**config.mk**
```make
export PLATFORM = sky130hd
export DESIGN_NAME = alu_result_stage_flat
export DESIGN_NICKNAME = d
export VERILOG_FILES = /design/src/rtl/alu_pkg.sv /design/src/rtl/alu_result_stage_if.sv /design/src/rtl/alu_res_fifo.sv /design/src/rtl/alu_result_stage.sv /design/src/flat_wrapper.sv
export SDC_FILE = /design/constraint.sdc
export NUM_CORES = 1
export LEC_CHECK = 0
export CAP_MARGIN = 0
export CORE_MARGIN = 5
export CORE_UTILIZATION = 35
export CTS_BUF_LIST = sky130_fd_sc_hd__clkbuf_4
export CTS_CLUSTER_SIZE = 12
export DETAILED_ROUTE_END_ITERATION = 6
export GPL_ROUTABILITY_DRIVEN = 0
export HOLD_SLACK_MARGIN = 0.08
export PLACE_DENSITY = 0.64
export SLEW_MARGIN = 25
export SYNTH_ARGS = -nofsm -noshare
export SYNTH_HDL_FRONTEND = slang
export SYNTH_HIERARCHICAL = 1
export SYNTH_SLANG_ARGS = --single-unit
```
**constraint.sdc**
```tcl
create_clock -name clk -period 4.2 [get_ports clk]
set_input_delay 0.42 -clock clk [delete_from_list [all_inputs] [get_ports clk]]
set_output_delay 0.42 -clock clk [all_outputs]
set_load 0.02 [all_outputs]
```
**src/rtl/alu_pkg.sv**
```systemverilog
// rtl/alu_pkg.sv - op codes, flag indices and result record shared by the ALU result stage
//
// Contents:
//   OP_ADD/OP_ADD1/OP_SUB/OP_SUB1  legal ALU op codes
//   FLAG_N/FLAG_Z/FLAG_C/FLAG_V    bit positions inside a {N,Z,C,V} nibble
//   alu_res_t                      one queued result {op, data, nzcv}
//   is_legal_op()                  true for op codes 0000..0011
package alu_pkg;

  localparam logic [3:0] OP_ADD  = 4'b0000;
  localparam logic [3:0] OP_ADD1 = 4'b0001;
  localparam logic [3:0] OP_SUB  = 4'b0010;
  localparam logic [3:0] OP_SUB1 = 4'b0011;

  localparam int FLAG_N = 3;
  localparam int FLAG_Z = 2;
  localparam int FLAG_C = 1;
  localparam int FLAG_V = 0;

  typedef struct packed {
    logic [3:0]  op;
    logic [31:0] data;
    logic [3:0]  nzcv;
  } alu_res_t;

  // The four legal ops occupy exactly the codes with the top two bits clear.
  function automatic logic is_legal_op(input logic [3:0] op);
    return (op[3:2] == 2'b00);
  endfunction

endpackage

```
**src/rtl/alu_result_stage_if.sv**
```systemverilog
// rtl/alu_result_stage_if.sv - ALU-side input and result-side output handshake bundle
//
// Signals:
//   alu_valid/alu_ready   ALU result offered / stage can accept
//   alu_op, alu_out       op code and 32-bit result
//   alu_n/zero/carryout/overflow  ALU flags
//   res_valid/res_ready   FIFO head valid / consumer takes head
//   res_data, res_nzcv, res_op    head entry fields
// Modports:
//   master  environment side (drives ALU outputs and res_ready)
//   slave   result stage side
interface alu_result_stage_if;

  logic        alu_valid;
  logic        alu_ready;
  logic [3:0]  alu_op;
  logic [31:0] alu_out;
  logic        alu_carryout;
  logic        alu_overflow;
  logic        alu_zero;
  logic        alu_n;

  logic        res_valid;
  logic        res_ready;
  logic [31:0] res_data;
  logic [3:0]  res_nzcv;
  logic [3:0]  res_op;

  modport master (
    output alu_valid, alu_op, alu_out, alu_carryout, alu_overflow, alu_zero, alu_n,
    output res_ready,
    input  alu_ready, res_valid, res_data, res_nzcv, res_op
  );

  modport slave (
    input  alu_valid, alu_op, alu_out, alu_carryout, alu_overflow, alu_zero, alu_n,
    input  res_ready,
    output alu_ready, res_valid, res_data, res_nzcv, res_op
  );

endinterface

```
**src/rtl/alu_res_fifo.sv**
```systemverilog
// rtl/alu_res_fifo.sv - DEPTH-entry synchronous FIFO of alu_res_t records
//
// Ports:
//   clk, rst    clock, synchronous active-high reset (empties and zeroes storage)
//   push        write push_data at the tail (ignored when full)
//   push_data   record to enqueue
//   pop         advance the head (ignored when empty)
//   head        registered head record
//   full, empty occupancy flags
module alu_res_fifo
  import alu_pkg::*;
#(
  parameter int DEPTH = 2
) (
  input  logic     clk,
  input  logic     rst,
  input  logic     push,
  input  alu_res_t push_data,
  input  logic     pop,
  output alu_res_t head,
  output logic     full,
  output logic     empty
);

  localparam int AW = $clog2(DEPTH);

  // One extra pointer bit distinguishes full from empty when the indices match.
  logic [AW:0] wr_ptr;
  logic [AW:0] rd_ptr;
  alu_res_t    mem [DEPTH];

  logic do_push;
  logic do_pop;

  assign empty   = (wr_ptr == rd_ptr);
  assign full    = (wr_ptr[AW] != rd_ptr[AW]) && (wr_ptr[AW-1:0] == rd_ptr[AW-1:0]);
  assign do_push = push && !full;
  assign do_pop  = pop && !empty;

  always_ff @(posedge clk) begin
    if (rst) begin
      wr_ptr <= '0;
      rd_ptr <= '0;
      // Storage is cleared so the head reads as all-zero straight after reset.
      for (int i = 0; i < DEPTH; i++) begin
        mem[i] <= '0;
      end
    end else begin
      if (do_push) begin
        mem[wr_ptr[AW-1:0]] <= push_data;
        wr_ptr              <= wr_ptr + 1'b1;
      end
      if (do_pop) begin
        rd_ptr <= rd_ptr + 1'b1;
      end
    end
  end

  assign head = mem[rd_ptr[AW-1:0]];

endmodule

```
**src/rtl/alu_result_stage.sv**
```systemverilog
// rtl/alu_result_stage.sv - registers ALU results into a FIFO and keeps NZCV, overflow count and illegal-op state
//
// Ports:
//   clk, rst      clock, synchronous active-high reset
//   bus           alu_result_stage_if.slave: ALU input handshake and result output handshake
//   clr_status    zero status_nzcv, ovf_count and illegal_op (wins over a same-cycle accept)
//   status_nzcv   {N,Z,C,V} of the most recent legal accepted op
//   ovf_count     saturating count of legal accepts with V=1
//   illegal_op    sticky flag for an accepted op outside 0000..0011
module alu_result_stage
  import alu_pkg::*;
#(
  parameter int DEPTH = 2,
  parameter int CNT_W = 8
) (
  input  logic                 clk,
  input  logic                 rst,
  alu_result_stage_if.slave    bus,
  input  logic                 clr_status,
  output logic [3:0]           status_nzcv,
  output logic [CNT_W-1:0]     ovf_count,
  output logic                 illegal_op
);

  localparam logic [CNT_W-1:0] CNT_MAX = '1;

  logic     full;
  logic     empty;
  logic     accept;
  logic     legal;
  logic     push;
  logic     pop;
  logic [3:0] in_nzcv;
  alu_res_t push_data;
  alu_res_t head;

  assign in_nzcv   = {bus.alu_n, bus.alu_zero, bus.alu_carryout, bus.alu_overflow};
  assign accept    = bus.alu_valid && !full;
  assign legal     = is_legal_op(bus.alu_op);
  // Illegal ops are consumed but never enqueued.
  assign push      = accept && legal;
  assign pop       = !empty && bus.res_ready;
  assign push_data = '{op: bus.alu_op, data: bus.alu_out, nzcv: in_nzcv};

  alu_res_fifo #(
    .DEPTH (DEPTH)
  ) u_fifo (
    .clk       (clk),
    .rst       (rst),
    .push      (push),
    .push_data (push_data),
    .pop       (pop),
    .head      (head),
    .full      (full),
    .empty     (empty)
  );

  assign bus.alu_ready = !full;
  assign bus.res_valid = !empty;
  assign bus.res_data  = head.data;
  assign bus.res_nzcv  = head.nzcv;
  assign bus.res_op    = head.op;

  // clr_status outranks the accept: the entry is still queued by the FIFO,
  // but its flags, overflow event and illegal marking are dropped.
  always_ff @(posedge clk) begin
    if (rst) begin
      status_nzcv <= '0;
      ovf_count   <= '0;
      illegal_op  <= 1'b0;
    end else if (clr_status) begin
      status_nzcv <= '0;
      ovf_count   <= '0;
      illegal_op  <= 1'b0;
    end else if (accept) begin
      if (legal) begin
        status_nzcv <= in_nzcv;
        if (in_nzcv[FLAG_V] && (ovf_count != CNT_MAX)) begin
          ovf_count <= ovf_count + 1'b1;
        end
      end else begin
        illegal_op <= 1'b1;
      end
    end
  end

endmodule

```
**src/flat_wrapper.sv**
```systemverilog
// flat-port wrapper written by rule: the top's interface ports become plain ports
module alu_result_stage_flat import alu_pkg::*;
#(
  parameter int DEPTH = 2,
  parameter int CNT_W = 8
)
  (clk, rst, clr_status, status_nzcv, ovf_count, illegal_op, bus_alu_valid, bus_alu_op, bus_alu_out, bus_alu_carryout, bus_alu_overflow, bus_alu_zero, bus_alu_n, bus_res_ready, bus_alu_ready, bus_res_valid, bus_res_data, bus_res_nzcv, bus_res_op);
  alu_result_stage_if bus_i ();
  input  logic clk;
  input  logic rst;
  input  logic clr_status;
  output logic [3:0] status_nzcv;
  output logic [CNT_W-1:0] ovf_count;
  output logic illegal_op;
  input wire logic [$bits(bus_i.alu_valid)-1:0] bus_alu_valid;
  input wire logic [$bits(bus_i.alu_op)-1:0] bus_alu_op;
  input wire logic [$bits(bus_i.alu_out)-1:0] bus_alu_out;
  input wire logic [$bits(bus_i.alu_carryout)-1:0] bus_alu_carryout;
  input wire logic [$bits(bus_i.alu_overflow)-1:0] bus_alu_overflow;
  input wire logic [$bits(bus_i.alu_zero)-1:0] bus_alu_zero;
  input wire logic [$bits(bus_i.alu_n)-1:0] bus_alu_n;
  input wire logic [$bits(bus_i.res_ready)-1:0] bus_res_ready;
  output wire logic [$bits(bus_i.alu_ready)-1:0] bus_alu_ready;
  output wire logic [$bits(bus_i.res_valid)-1:0] bus_res_valid;
  output wire logic [$bits(bus_i.res_data)-1:0] bus_res_data;
  output wire logic [$bits(bus_i.res_nzcv)-1:0] bus_res_nzcv;
  output wire logic [$bits(bus_i.res_op)-1:0] bus_res_op;
  assign bus_i.alu_valid = bus_alu_valid;
  assign bus_i.alu_op = bus_alu_op;
  assign bus_i.alu_out = bus_alu_out;
  assign bus_i.alu_carryout = bus_alu_carryout;
  assign bus_i.alu_overflow = bus_alu_overflow;
  assign bus_i.alu_zero = bus_alu_zero;
  assign bus_i.alu_n = bus_alu_n;
  assign bus_i.res_ready = bus_res_ready;
  assign bus_alu_ready = bus_i.alu_ready;
  assign bus_res_valid = bus_i.res_valid;
  assign bus_res_data = bus_i.res_data;
  assign bus_res_nzcv = bus_i.res_nzcv;
  assign bus_res_op = bus_i.res_op;
  alu_result_stage #(.DEPTH(DEPTH), .CNT_W(CNT_W)) u_core (.clk(clk), .rst(rst), .bus(bus_i), .clr_status(clr_status), .status_nzcv(status_nzcv), .ovf_count(ovf_count), .illegal_op(illegal_op));
endmodule
```
==> impl_metrics.tcl <==
set metrics [dict create \
    die_w_um 121.9 \
    final_cells 623 \
    dr_total_vias 2892 \
    hp-start "u_core/ovf_count[1]" \
    setup_tns_ns 0 \
    synth_top_family_by_area "simple AND/OR/NAND/NOR gates" \
    syn_area_um2 4380 \
    antenna_found_initial 0 \
    worst_pin_slew_ns 0.9901 \
    synth_warnings 6 \
    yosysTopAreaCell "edfxtp_1" \
    cap_viol_max_count 0 \
    postLayoutCoreUtil_pct 47.12 \
    place_inst 606 \
    post_cts_resized 0 \
    ys_types 37 \
    cts-root-buf "clkbuf_4" \
    antenna_cells 0 \
    wire_per_inst_um 14.96 \
    grt_usage_pct 12.41 \
    fin_skew_ns 0.02390 \
    cts_buffer_depth 2 \
    synth-edff-count 80 \
    fin_crit_sh_pct 72.13 \
    crit_type "register to register" \
    die_area_um2 14850 \
    port_buffers 99 \
    ir_worst_vdd_mv 0.1562 \
    nets 496 \
    synth.top_cell.area_share_pct 54.84 \
    cts_tree "yes" \
    synth.yosys.seq_area_share_pct 63.07 \
    die_height_um 121.9 \
    cts_sinks 98 \
    max_slew_margin_pct 33.99 \
    layout-drive-gt1-share_pct 16.26 \
    syn2layout_area_growth_pct 30.82 \
    worstPathArrival_ns 3.09 \
    status "finished clean" \
    synth-seq-cells 98 \
    grt_pass1_vias 2996 \
    yosys.area_share.simple_pct 17.51 \
    timing.rr.start "u_core/u_fifo/rd_ptr[1]" \
    ant_nets 0 \
    worstReg2RegEnd "u_core/u_fifo/mem[1][24]" \
    synth_xor_xnor_area_share_pct 0.7712 \
    p_leak_nw 1.987 \
    coreArea_um2 12160 \
    first_pass_iters 4 \
    synthFlopType "edfxtp_1" \
    drtIter0Drc 145 \
    p_per_area_nw_per_um2 337.1 \
    rows 40 \
    yosys-top-cells-area "edfxtp_1 (55%), mux2_2 (10%), dfxtp_1 (8.2%)" \
    finalHoldViolations 0 \
    yosys.area_share.adder_pct 0.2856 \
    synthMuxAreaShare_pct 12.00 \
    cts_buffers 9 \
    hold_path_class "register to register" \
    startpoint "u_core/u_fifo/rd_ptr[1]" \
    cts_hold_buf 0 \
    dp_hpwl_mm 6.115 \
    clk_latency_ns 0.43 \
    end_kind "register" \
    cts_setup_buffers 0 \
    clk_pin_slew_ns 0.15 \
    hold_ws_ns 0.5149 \
    vias_per_cell 4.642 \
    fmax_mhz 330.1 \
    synth_compound_area_share_pct 3.799 \
    grt_max_degree 46 \
    grt_remaining_overflow 0 \
    drv_slew 0 \
    reg2regPathDepth 8 \
    clock_tree.htree_level_count 3 \
    rsz0062_at_grt "false" \
    route.detailed.drc 0 \
    synthCells 355 \
    async_reset_ff_share_pct 0 \
    start_kind "register" \
    crit_fanout 40 \
    grt_pass1_wl_mm 14.52 \
    io_pins 100 \
    initial_core_util_pct 36.02 \
    drt_wl_total_mm 9.321 \
    required_ns 4.26 \
    cp-endpoint "u_core/u_fifo/mem[1][24]" \
    reg2reg_slack_ns 1.17 \
    setup_viol 0 \
    syn_avg_cell_area_um2 12.34 \
    syn_nets 401 \
    fin_crit_ns 3.030 \
    fill_cells 1101 \
]
==> critical path, stage by stage (launching register included) <==
cell	delay, ns
dfxtp_1	0.39
xnor2_2	0.39
nor2_1	0.17
nor4b_4	0.29
buf_4	0.22
nand2_1	0.12
o21bai_4	0.37
buf_16	0.25
nand2b_4	0.45
==> synth_stat cells (all sizes together), types with 3 or more instances <==
master,instances
a21oi,10
buf,13
clkbuf,6
dfxtp,18
edfxtp,80
inv,5
mux2,41
mux2i,6
nand2,7
nand2b,42
nand3,4
nor2,90
nor2b,3
o21ai,3
o31ai,3
or3,3
or4,3
==> cells by family (layout without fill, tap and decap cells) <==
group	after synthesis	count (layout)
AND/OR/NAND/NOR	158	158
XOR/XNOR	3	3
AO/OA/AOI/OAI	24	24
buffers and inverters	24	124
flip-flops	98	98
multiplexers	47	47
adder cells (fa/ha/maj)	1	1
==> metal layers <==
| metal | vias to the layer above | wire, um | track usage (%) |
|---|---|---|---|
| met1 | 1384 | 4020 | 14.45 |
| met2 | 71 | 4685 | 22.44 |
| met4 | 0 | 108 | 3.992 |
| li1 | 1428 | - | - |
| met5 | - | 0 | 0 |
| met3 | 9 | 508 | 2.971 |
==> cell usage in the layout, fill, tap and decap left out, types with 2 or more instances in the layout <==
cell type and n:
o21a_1 2, inv_1 4, nor2b_1 3, nand2_1 7, edfxtp_1 80, nand2b_4 2, or3_2 2, dfxtp_1 17
mux2_2 40, o31ai_1 3, nand4_1 2, clkdlybuf4s50_1 99, or4_1 3, buf_4 2, nor2_1 90, o21ai_0 2
mux2i_1 6, clkbuf_4 9, inv_6 4, nand3_1 4, nand2b_1 40, a21oi_1 10, or2_2 2, buf_16 2
==> registers in the layout (all words and copies together), names as in the netlist, named ones only <==
name,cells
u_core/u_fifo/mem,80
u_core/illegal_op,1
u_core/u_fifo/wr_ptr,2
u_core/u_fifo/rd_ptr,2
u_core/ovf_count,8
u_core/status_nzcv,4
==> how the worst min path moves through the flow <==
stage          cells past startpoint                       to  slack [ns]
2_1_floorplan                      2  u_core/u_fifo/rd_ptr[1]        0.51
3_3_place_gp                       2        u_core/illegal_op        0.46
3_5_place_dp                       2        u_core/illegal_op        0.49
4_1_cts                            2      u_core/ovf_count[1]        0.51
5_1_grt                            2        u_core/illegal_op        0.55
6_report                           2      u_core/ovf_count[1]        0.51
==> power by group <==
group	switching, mW	leakage [nW]	internal, mW
Sequential	0.0265	0.977	1.09
Combinational	0.149	0.931	0.166
Clock	0.312	0.0791	0.188
Total	0.488	1.99	1.44
==> metrics by stage <==
step | worst slack, ns | instance area [um^2] | power (mW)
after floorplan | 1.133 | 4380 | 1.301
after global placement | 0.9494 | 5524 | 1.453
after detailed placement | 0.8628 | 5552 | 1.459
after CTS | 0.8283 | 5693 | 1.960
after global routing | 0.9998 | 5731 | 2.014
final | 1.170 | 5731 | 1.932
==> area by class of cell <==
| class | instances | area [um^2] | share of cell area, % |
|---|---|---|---|
| multi-input combinational | 233 | 1535 | 26.79 |
| clock inverter | 7 | 73.82 | 1.288 |
| sequential | 98 | 2764 | 48.23 |
| tap | 168 | 210.2 | 3.668 |
| timing repair buffer | 103 | 1061 | 18.52 |
| clock buffer | 9 | 67.56 | 1.179 |
| inverter | 5 | 18.77 | 0.3275 |
Note: power is estimated with default switching activity, not from simulation.
